**src/rtl/riscv_pkg.sv**
```systemverilog
// riscv_pkg
//   Shared definitions for the 3-stage RV32 pipeline: PC-source select
//   encodings, the canonical NOP, the fetch-stage state type and the base
//   opcode constants that decode switches on.
//   No ports; imported with "import riscv_pkg::*;".
package riscv_pkg;

  // PC-source select driven by control into the fetch stage.
  localparam logic [1:0] PC_REPLAY = 2'd0;
  localparam logic [1:0] PC_PLUS4  = 2'd1;
  localparam logic [1:0] PC_JALR   = 2'd2;
  localparam logic [1:0] PC_BRANCH = 2'd3;

  // addi x0,x0,0 -- what decode sees during a bubble.
  localparam logic [31:0] RV_NOP = 32'h0000_0013;

  // Fetch-stage states.
  typedef enum logic [1:0] {
    BOOT = 2'd0,
    RUN  = 2'd1,
    HOLD = 2'd2
  } fetchState_e;

  // RV32I base opcodes (inst[6:0]) used by decode.
  localparam logic [6:0] OP_LUI    = 7'b0110111;
  localparam logic [6:0] OP_AUIPC  = 7'b0010111;
  localparam logic [6:0] OP_JAL    = 7'b1101111;
  localparam logic [6:0] OP_JALR   = 7'b1100111;
  localparam logic [6:0] OP_BRANCH = 7'b1100011;
  localparam logic [6:0] OP_LOAD   = 7'b0000011;
  localparam logic [6:0] OP_STORE  = 7'b0100011;
  localparam logic [6:0] OP_IMM    = 7'b0010011;
  localparam logic [6:0] OP_REG    = 7'b0110011;
  localparam logic [6:0] OP_SYSTEM = 7'b1110011;

  // Both taken-control-transfer encodings share the upper select bit.
  function automatic logic isRedirect(input logic [1:0] pcSrc);
    return pcSrc[1];
  endfunction

endpackage

```
**src/rtl/fetch_pc_sel.sv**
```systemverilog
// fetch_pc_sel
//   Combinational next-PC priority mux for the fetch stage.
//   Priority (highest first): branch/JAL target, JALR target with bit 0
//   cleared, stall (hold), replay (hold), sequential PC+4 (wraps mod 2^32).
// Ports:
//   pcSrc      in  2   PC-source select (riscv_pkg PC_* encodings)
//   stall      in  1   hold the current PC unless redirected
//   pcF        in  32  current fetch PC
//   brTarget   in  32  branch/JAL target
//   jalrTarget in  32  JALR target (bit 0 ignored)
//   nextPc     out 32  PC to fetch on the next edge
module fetch_pc_sel
  import riscv_pkg::*;
(
  input  logic [1:0]  pcSrc,
  input  logic        stall,
  input  logic [31:0] pcF,
  input  logic [31:0] brTarget,
  input  logic [31:0] jalrTarget,
  output logic [31:0] nextPc
);

  // Redirects beat a decode stall: the stalled instruction is on the wrong
  // path once control has resolved a taken transfer.
  always_comb begin
    nextPc = pcF;
    if (pcSrc == PC_BRANCH) begin
      nextPc = brTarget;
    end else if (pcSrc == PC_JALR) begin
      nextPc = jalrTarget & 32'hFFFF_FFFE;
    end else if (stall) begin
      nextPc = pcF;
    end else if (pcSrc == PC_REPLAY) begin
      nextPc = pcF;
    end else begin
      nextPc = pcF + 32'd4;
    end
  end

endmodule

```
**src/rtl/fetch_stage.sv**
```systemverilog
// fetch_stage
//   Instruction-fetch stage of the 3-stage RV32 pipeline. Owns the PC,
//   drives a synchronous-read instruction memory and hands the instruction,
//   its PC and a valid bit to decode. Redirects and replays produce one NOP
//   bubble; decode stalls park the instruction in a holding register.
//
//   Optional feature macro: FETCH_PERF_CNT_EN
//     defined   -> fetch_cnt / bubble_cnt are live 32-bit wrapping counters
//     undefined -> both ports are tied to zero
//
// Ports:
//   clk          in  1   rising-edge clock
//   rst          in  1   asynchronous active-high reset
//   pc_src       in  2   0 replay, 1 PC+4, 2 JALR, 3 branch/JAL
//   stall_D      in  1   decode cannot accept the current instruction
//   br_target    in  32  branch/JAL target
//   jalr_target  in  32  JALR target
//   imem_addr    out 32  word-aligned fetch address
//   imem_re      out 1   memory read enable
//   imem_rdata   in  32  memory data, one cycle after the address
//   inst_D       out 32  instruction to decode
//   pc_D         out 32  PC of inst_D
//   valid_D      out 1   inst_D is a real instruction
//   fetch_cnt    out 32  instructions accepted by decode
//   bubble_cnt   out 32  bubble cycles seen by decode
module fetch_stage
  import riscv_pkg::*;
#(
  parameter logic [31:0] RESET_PC = 32'h0000_2000,
  parameter logic [31:0] NOP_INST = RV_NOP
) (
  input  logic        clk,
  input  logic        rst,
  input  logic [1:0]  pc_src,
  input  logic        stall_D,
  input  logic [31:0] br_target,
  input  logic [31:0] jalr_target,
  output logic [31:0] imem_addr,
  output logic        imem_re,
  input  logic [31:0] imem_rdata,
  output logic [31:0] inst_D,
  output logic [31:0] pc_D,
  output logic        valid_D,
  output logic [31:0] fetch_cnt,
  output logic [31:0] bubble_cnt
);

  fetchState_e state;
  fetchState_e stateNext;
  logic [31:0] pcF;
  logic [31:0] nextPc;
  logic        validQ;
  logic        validNext;
  logic [31:0] holdQ;
  logic        captureHold;
  logic        redirect;
  logic [1:0]  selSrc;
  logic        selStall;

  assign redirect = isRedirect(pc_src);

  // The word that arrives during BOOT or a bubble cycle is thrown away, so
  // the PC that is presented next must be fetched again: those cycles steer
  // the mux to replay unless a redirect arrives (BOOT ignores even that).
  always_comb begin
    selSrc   = pc_src;
    selStall = stall_D;
    if (state == BOOT) begin
      selSrc   = PC_REPLAY;
      selStall = 1'b0;
    end else if (!validQ && !redirect) begin
      selSrc = PC_REPLAY;
    end
  end

  fetch_pc_sel pcSel (
    .pcSrc      (selSrc),
    .stall      (selStall),
    .pcF        (pcF),
    .brTarget   (br_target),
    .jalrTarget (jalr_target),
    .nextPc     (nextPc)
  );

  assign imem_addr = {nextPc[31:2], 2'b00};

  // The memory is idle only while an instruction stays parked in HOLD; the
  // cycle that leaves HOLD already fetches the next word.
  assign imem_re = !((state == HOLD) && stall_D && !redirect);

  // Next-state logic. validQ marks whether the word arriving after the edge
  // belongs to the PC being presented; a stall entered during a bubble keeps
  // the bubble rather than parking a NOP.
  always_comb begin
    stateNext   = state;
    validNext   = validQ;
    captureHold = 1'b0;
    case (state)
      BOOT: begin
        stateNext = RUN;
        validNext = 1'b1;
      end
      RUN, HOLD: begin
        if (redirect) begin
          stateNext = RUN;
          validNext = 1'b0;
        end else if (!validQ) begin
          stateNext = RUN;
          validNext = !stall_D;
        end else if (stall_D) begin
          stateNext   = HOLD;
          validNext   = 1'b1;
          captureHold = (state == RUN);
        end else begin
          stateNext = RUN;
          validNext = (pc_src != PC_REPLAY);
        end
      end
      default: begin
        stateNext = BOOT;
        validNext = 1'b0;
      end
    endcase
  end

  always_ff @(posedge clk or posedge rst) begin
    if (rst) begin
      state  <= BOOT;
      pcF    <= RESET_PC;
      validQ <= 1'b0;
      holdQ  <= 32'd0;
    end else begin
      state  <= stateNext;
      pcF    <= nextPc;
      validQ <= validNext;
      if (captureHold) begin
        holdQ <= imem_rdata;
      end
    end
  end

  // In HOLD the memory output is no longer the parked word (the read enable
  // is dropped), so the instruction comes from holdQ, including the release
  // cycle in which decode finally takes it.
  always_comb begin
    inst_D = imem_rdata;
    if (!validQ) begin
      inst_D = NOP_INST;
    end else if (state == HOLD) begin
      inst_D = holdQ;
    end
  end

  assign pc_D    = pcF;
  assign valid_D = validQ;

`ifdef FETCH_PERF_CNT_EN
  logic [31:0] fetchCnt;
  logic [31:0] bubbleCnt;

  // Accepted instructions and post-boot bubbles, both free-running.
  always_ff @(posedge clk or posedge rst) begin
    if (rst) begin
      fetchCnt  <= 32'd0;
      bubbleCnt <= 32'd0;
    end else begin
      if (validQ && !stall_D) begin
        fetchCnt <= fetchCnt + 32'd1;
      end
      if (!validQ && (state != BOOT)) begin
        bubbleCnt <= bubbleCnt + 32'd1;
      end
    end
  end

  assign fetch_cnt  = fetchCnt;
  assign bubble_cnt = bubbleCnt;
`else
  assign fetch_cnt  = 32'd0;
  assign bubble_cnt = 32'd0;
`endif

endmodule

```
**config.mk**
```make
export PLATFORM = sky130hd
export DESIGN_NAME = fetch_stage
export DESIGN_NICKNAME = d
export VERILOG_FILES = /design/src/rtl/riscv_pkg.sv /design/src/rtl/fetch_pc_sel.sv /design/src/rtl/fetch_stage.sv
export SDC_FILE = /design/constraint.sdc
export NUM_CORES = 1
export LEC_CHECK = 0
export BUFFER_PORTS_ARGS = -buffer_cell sky130_fd_sc_hd__buf_4
export CELL_PAD_IN_SITES_DETAIL_PLACEMENT = 0
export CELL_PAD_IN_SITES_GLOBAL_PLACEMENT = 1
export CORE_MARGIN = 2
export CORE_UTILIZATION = 30
export DETAILED_ROUTE_END_ITERATION = 10
export PLACE_DENSITY = 0.77
export SETUP_SLACK_MARGIN = 0.05
export SLEW_MARGIN = 20
export SYNTH_ARGS = -nofsm -noshare
export SYNTH_HDL_FRONTEND = slang
export SYNTH_HIERARCHICAL = 1
export SYNTH_SLANG_ARGS = --single-unit
```
**constraint.sdc**
```tcl
create_clock -name clk -period 2.7 [get_ports clk]
set_input_delay 0.54 -clock clk [delete_from_list [all_inputs] [get_ports clk]]
set_output_delay 0.54 -clock clk [all_outputs]
set_load 0.02 [all_outputs]
```
Word level (Yosys, flattened, before mapping)
Index checks and enable logic that the tools add are counted.
Word-level totals
  register bits: 67
  input port bits: 101
  output and inout bits: 162
Cells by class
  add/sub/neg operators: 1
  muxes and demuxes: 21
  equal/unequal tests: 6
  reductions and logical operators: 12
Operators by type and width (number)
  $mux 32: 6
  $add 32x3->32 const B: 1
  $mux 2: 5
  $mux 1: 8
  $eq 2x2->1 const B: 3
  $logic_not 1->1: 4
  $logic_not 2->1: 2
  $pmux 2 s2: 1
  $logic_and 1x1->1: 3
  $ne 3x1->1 const B: 1
  $ne 3x3->1 const B: 1
  $eq 2x1->1 const B: 1
  $pmux 1 s2: 1
  $reduce_and 2->1: 1
  $reduce_bool 2->1: 1
  $reduce_or 2->1: 1

Depth between registers and ports, before layout
  depth after elaboration: 9
  mapped depth: 10
  mapped depth without buffers: 7

By module
The synthesis kept the hierarchy.
By module, submodules not included
  fetch_stage: cells each 264, instances 1, sequential area each 1677.9 sq um, area an instance 3402.0 sq um
  fetch_pc_sel: cells each 239, instances 1, sequential area each 0.0 sq um, area an instance 1626.6 sq um

Least setup slack after synthesis
Ideal clock, no wire load.
  kind: register to output
  start point: register validQ (netlist: valid_D)
  end point: output port imem_addr[25]
  cell stages (with the launch flop): 10
  buffers on the path: 3
  arrival time: 2.403 ns
  slack: -0.243 ns
  cells stage by stage: dfrtp_1 buf_2 nor2_1 nor3b_1 buf_4 o21ba_1 buf_4 nand4_2 or4_1 a31oi_1
Between the ends
  longest elaborated chain between the ends: 9
Ends and longest elaborated chain
  start, declared: RTL line fetch_stage.sv:52  | logic validQ;
  start signal, assigned: RTL line fetch_stage.sv:135  | validQ <= validNext;
  $logic_not 1->1 *
  $logic_and 1x1->1 *: RTL line fetch_stage.sv:71  | end else if (!validQ && !redirect) begin
  $mux 2 *: RTL line fetch_stage.sv:71
  $mux 2 *: RTL line fetch_stage.sv:68  | if (state == BOOT) begin
  net selSrc[0]: RTL line fetch_stage.sv:57  | logic [1:0] selSrc;
  $logic_not 2->1: RTL line fetch_pc_sel.sv:33  | end else if (pcSrc == PC_REPLAY) begin
  $mux 32: RTL line fetch_pc_sel.sv:33
  $mux 32: RTL line fetch_pc_sel.sv:31  | end else if (stall) begin
  $mux 32: RTL line fetch_pc_sel.sv:29  | end else if (pcSrc == PC_JALR) begin
  $mux 32 *: RTL line fetch_pc_sel.sv:27  | if (pcSrc == PC_BRANCH) begin
  end, declared: RTL line fetch_stage.sv:38  | output logic [31:0] imem_addr,
The timed path passes the listed nets; every way through them passes the cells marked *. The select of a mux whose other input is x is not followed.

Worst setup path after layout
  start point: register state[0]
  end point: output port imem_addr[29]
Between the ends
  longest elaborated chain between the ends: 7
Ends and longest elaborated chain
  start, declared: RTL line fetch_stage.sv:48  | fetchState_e state;
  start signal, assigned: RTL line fetch_stage.sv:133  | state <= stateNext;
  $logic_not 2->1 *: RTL line fetch_stage.sv:68
  $mux 2 *: RTL line fetch_stage.sv:68
  net selSrc[0]: RTL line fetch_stage.sv:57
  $logic_not 2->1: RTL line fetch_pc_sel.sv:33
  $mux 32: RTL line fetch_pc_sel.sv:33
  $mux 32: RTL line fetch_pc_sel.sv:31
  $mux 32: RTL line fetch_pc_sel.sv:29
  $mux 32 *: RTL line fetch_pc_sel.sv:27
Marks and branches as above.

==> impl_metrics.sql <==
INSERT INTO impl_metrics (metric_group, metric, value, unit) VALUES
('global_routing', 'met2_track_demand_over_resource', '0.293', ''),
('detailed_routing', 'total_number_of_vias', '4599', ''),
('clock_network', 'clock_sinks', '67', ''),
('logic_synthesis', 'post-synth-top-area-fraction', '0.328', ''),
('sta', 'maximum_frequency_from_static_timing_analysis', '0.324', 'GHz'),
('clock_network', 'cts-htree-levels', '3', ''),
('logic_synthesis', 'instance_count_of_the_mapped_netlist', '503', ''),
('power_and_ir_drop', 'total_power', '0.00878', 'W'),
('logic_synthesis', 'register_bit_total_from_synthesis', '67', ''),
('worst_setup_path', 'crit_path_cell_trace', 'inv_2 > ha_4 > nor3b_4 > o21ba_4 > buf_6 > nand4_1 > or4b_1 > o211ai_1 > buf_4', ''),
('logic_synthesis', 'synth.largest_area_cell', 'sky130_fd_sc_hd__dfrtp_1', ''),
('worst_setup_path', 'worstSetupEndpointType', 'output pin', ''),
('power_and_ir_drop', 'total_leakage_power', '3.57', 'nW'),
('logic_synthesis', 'netlist-cell-type-count', '56', ''),
('sta', 'worst_slack', '-0.389', 'ns'),
('outcome', 'failed_checks', 'negative setup slack', ''),
('clock_network', 'cts_tree', 'built', ''),
('sta', 'tns', '-6.60', 'ns'),
('die', 'die_width', '133', 'µm'),
('logic_synthesis', 'synth_top_family_by_area', 'multiplexers', ''),
('detailed_routing', 'drt_pass1_iterations', '4', ''),
('global_routing', 'grt_pass1_vias', '4577', ''),
('logic_synthesis', 'synth-edff-count', '0', ''),
('clock_network', 'clk_latency', '0.34', 'ns'),
('outcome', 'outcome', 'finished with violations', ''),
('logic_synthesis', 'synth_area_per_cell', '10.0', 'µm²'),
('global_routing', 'use_met3', '0.0430', ''),
('final_layout', 'multi_input_area', '0.00334', 'mm²'),
('logic_synthesis', 'asyncSetResetFlopFracSynth', '1.00', ''),
('die', 'ios', '263', ''),
('sta', 'final_max_slew_viol_count', '0', ''),
('final_layout', 'filler_cell_count', '1529', ''),
('logic_synthesis', 'netlist_top_cells_area', 'sky130_fd_sc_hd__dfrtp_1 33%, sky130_fd_sc_hd__buf_4 10%, sky130_fd_sc_hd__mux2i_1 9.6%, sky130_fd_sc_hd__mux2_4 9.0%, sky130_fd_sc_hd__nor2b_1 5.3%', ''),
('worst_setup_path', 'worst_setup_path_start_kind', 'flip-flop', ''),
('logic_synthesis', 'synth_simple_gate_area_share', '0.195', ''),
('final_layout', 'seqCellArea', '0.00168', 'mm²'),
('logic_synthesis', 'yosys_warning_count', '6', ''),
('sta', 'period_share', '1.14', ''),
('global_routing', 'grtUsageTotal', '0.172', ''),
('die', 'core.rowCount', '47', ''),
('sta', 'slew_headroom', '0.466', ''),
('global_routing', 'grt-busiest-layer', 'met2', ''),
('worst_setup_path', 'reg2reg_slack', '0.49', 'ns'),
('global_routing', 'grt.met1_usage', '0.212', ''),
('clock_network', 'max-clock-path-buffers', '2', ''),
('logic_synthesis', 'yosysSeqAreaShare', '0.334', ''),
('logic_synthesis', 'synth_mux_area_frac', '0.203', ''),
('worst_setup_path', 'timing.critical_path.buf_inv', '3', ''),
('logic_synthesis', 'dominantRegCellSynth', 'sky130_fd_sc_hd__dfrtp_1', ''),
('logic_synthesis', 'synth_compound_gate_area_share', '0.0975', ''),
('die', 'die_area', '0.0178', 'mm²'),
('sta', 'hold_viol_final', '0', ''),
('power_and_ir_drop', 'power.density', '1110', 'mW/mm²'),
('sta', 'report.final.setup_viol', '30', ''),
('detailed_routing', 'initialDrtViolationCount', '154', ''),
('global_routing', 'antenna_found_initial', '0', ''),
('final_layout', 'drive_above_1_share', '0.512', ''),
('worst_setup_path', 'r2r_cells', '10', ''),
('final_layout', 'final_core_util', '0.481', ''),
('global_routing', 'largest_net_degree_at_the_start_of_global_routing', '39', ''),
('sta', 'rsz_0062_raised_after_global_routing', 'true', ''),
('detailed_routing', 'wirelength_routed', '16200', 'µm'),
('clock_network', 'cts.reportedPaths.clkPinSlew', '0.06', 'ns'),
('worst_setup_path', 'timing.critical_path.slowest_cell_delay', '0.54', 'ns'),
('worst_setup_path', 'r2r-start', 'state[0]', ''),
('hold_path', 'worst_hold_path_type', 'primary input to asynchronous set/reset pin', ''),
('die', 'initial_core_util', '0.305', ''),
('global_routing', 'grt_pass1_wl', '24100', 'µm'),
('worst_setup_path', 'worstPathArrival', '2.55', 'ns'),
('sta', 'skew', '0.00989', 'ns'),
('worst_setup_path', 'worstPathRequired', '2.16', 'ns');
how the worst max path moves through the flow:
stage                          endpoint  startpoint  cells after the start  slack [ns]
final                     imem_addr[29]    state[0]                      9       -0.39
after floorplan           imem_addr[25]    state[0]                      9        0.02
after global routing      imem_addr[29]    state[0]                      9       -0.48
after detailed placement  imem_addr[12]   pc_src[1]                     10       -0.20
after global placement    imem_addr[12]   pc_src[1]                     10       -0.18
after CTS                 imem_addr[31]    state[0]                      9       -0.35
report_power, final:
part / switching [W] / internal, W
Combinational: 0.00267 / 0.00255
Clock: 0.000471 / 0.00109
Sequential: 0.000506 / 0.00149
Total: 0.00365 / 0.00513
state kept, by name (all words and copies together) (netlist names):
register,cells
holdQ,32
state,2
pc_D,32
valid_D,1
final cells by class:
| class | instances | area share |
|---|---|---|
| multi-input cells | 394 | 0.422 |
| repair buffers | 253 | 0.277 |
| flip-flops and latches | 67 | 0.212 |
| well taps | 220 | 0.0348 |
| clock buffers | 9 | 0.0284 |
| clock inverters | 7 | 0.0207 |
| inverters | 9 | 0.00474 |
through the flow:
stage | hold slack [ns] | std cells | instance area (µm²) | setup slack [ns]
CTS | 0.376 | 950 | 7560 | -0.348
floorplan | 0.479 | 568 | 5340 | 0.0216
finish | 0.362 | 959 | 7920 | -0.389
detailed placement | 0.493 | 916 | 6710 | -0.197
global route | 0.431 | 959 | 7920 | -0.483
global placement | 0.486 | 916 | 6710 | -0.180
worst reg2reg max path, cell delays in order, from the launching register on:
cell	delay, ns
sky130_fd_sc_hd__dfrtp_1	0.36
sky130_fd_sc_hd__inv_2	0.06
sky130_fd_sc_hd__ha_4	0.18
sky130_fd_sc_hd__nor3b_4	0.23
sky130_fd_sc_hd__o21ba_4	0.16
sky130_fd_sc_hd__buf_6	0.13
sky130_fd_sc_hd__nand4_4	0.13
sky130_fd_sc_hd__buf_6	0.18
sky130_fd_sc_hd__o31a_1	0.27
sky130_fd_sc_hd__o31a_1	0.28
sky130_fd_sc_hd__buf_4	0.14
repair_timing:
action | 4_1_cts | 5_1_grt
hold buffers | 0 | 0
setup buffers | 14 | 9
setup endpoints to repair | 30 | 30
cloned | 4 | 1
resized for setup | 56 | 67
pin swaps | 31 | 29
cells in the final DEF (no fill, tap or decap), types with 10 or more instances in the layout:
master	netlist	final
sky130_fd_sc_hd__buf_4	70	205
sky130_fd_sc_hd__buf_6	5	37
sky130_fd_sc_hd__clkbuf_16	0	10
sky130_fd_sc_hd__conb_1	1	66
sky130_fd_sc_hd__dfrtp_1	66	65
sky130_fd_sc_hd__mux2_4	30	33
sky130_fd_sc_hd__mux2i_1	48	46
sky130_fd_sc_hd__nand2_1	26	23
sky130_fd_sc_hd__nand4_1	11	11
sky130_fd_sc_hd__nor2_1	17	16
sky130_fd_sc_hd__nor2b_1	43	39
sky130_fd_sc_hd__o31a_1	13	13
kinds of logic (layout without fill, tap and decap cells):
group,Yosys count,count (layout)
compound gates,69,69
xor+xnor,9,9
fa+ha+maj,5,5
buf+inv,107,278
flops,67,67
mux,86,86
other cells,1,66
simple gates,159,159
layer usage:
metal / up-vias / wire length, µm
li1: 2142 / -
met1: 2238 / 6770
met2: 199 / 7980
met3: 20 / 1190
met4: 0 / 221
met5: - / 0
(Power assumes the default switching activity.)
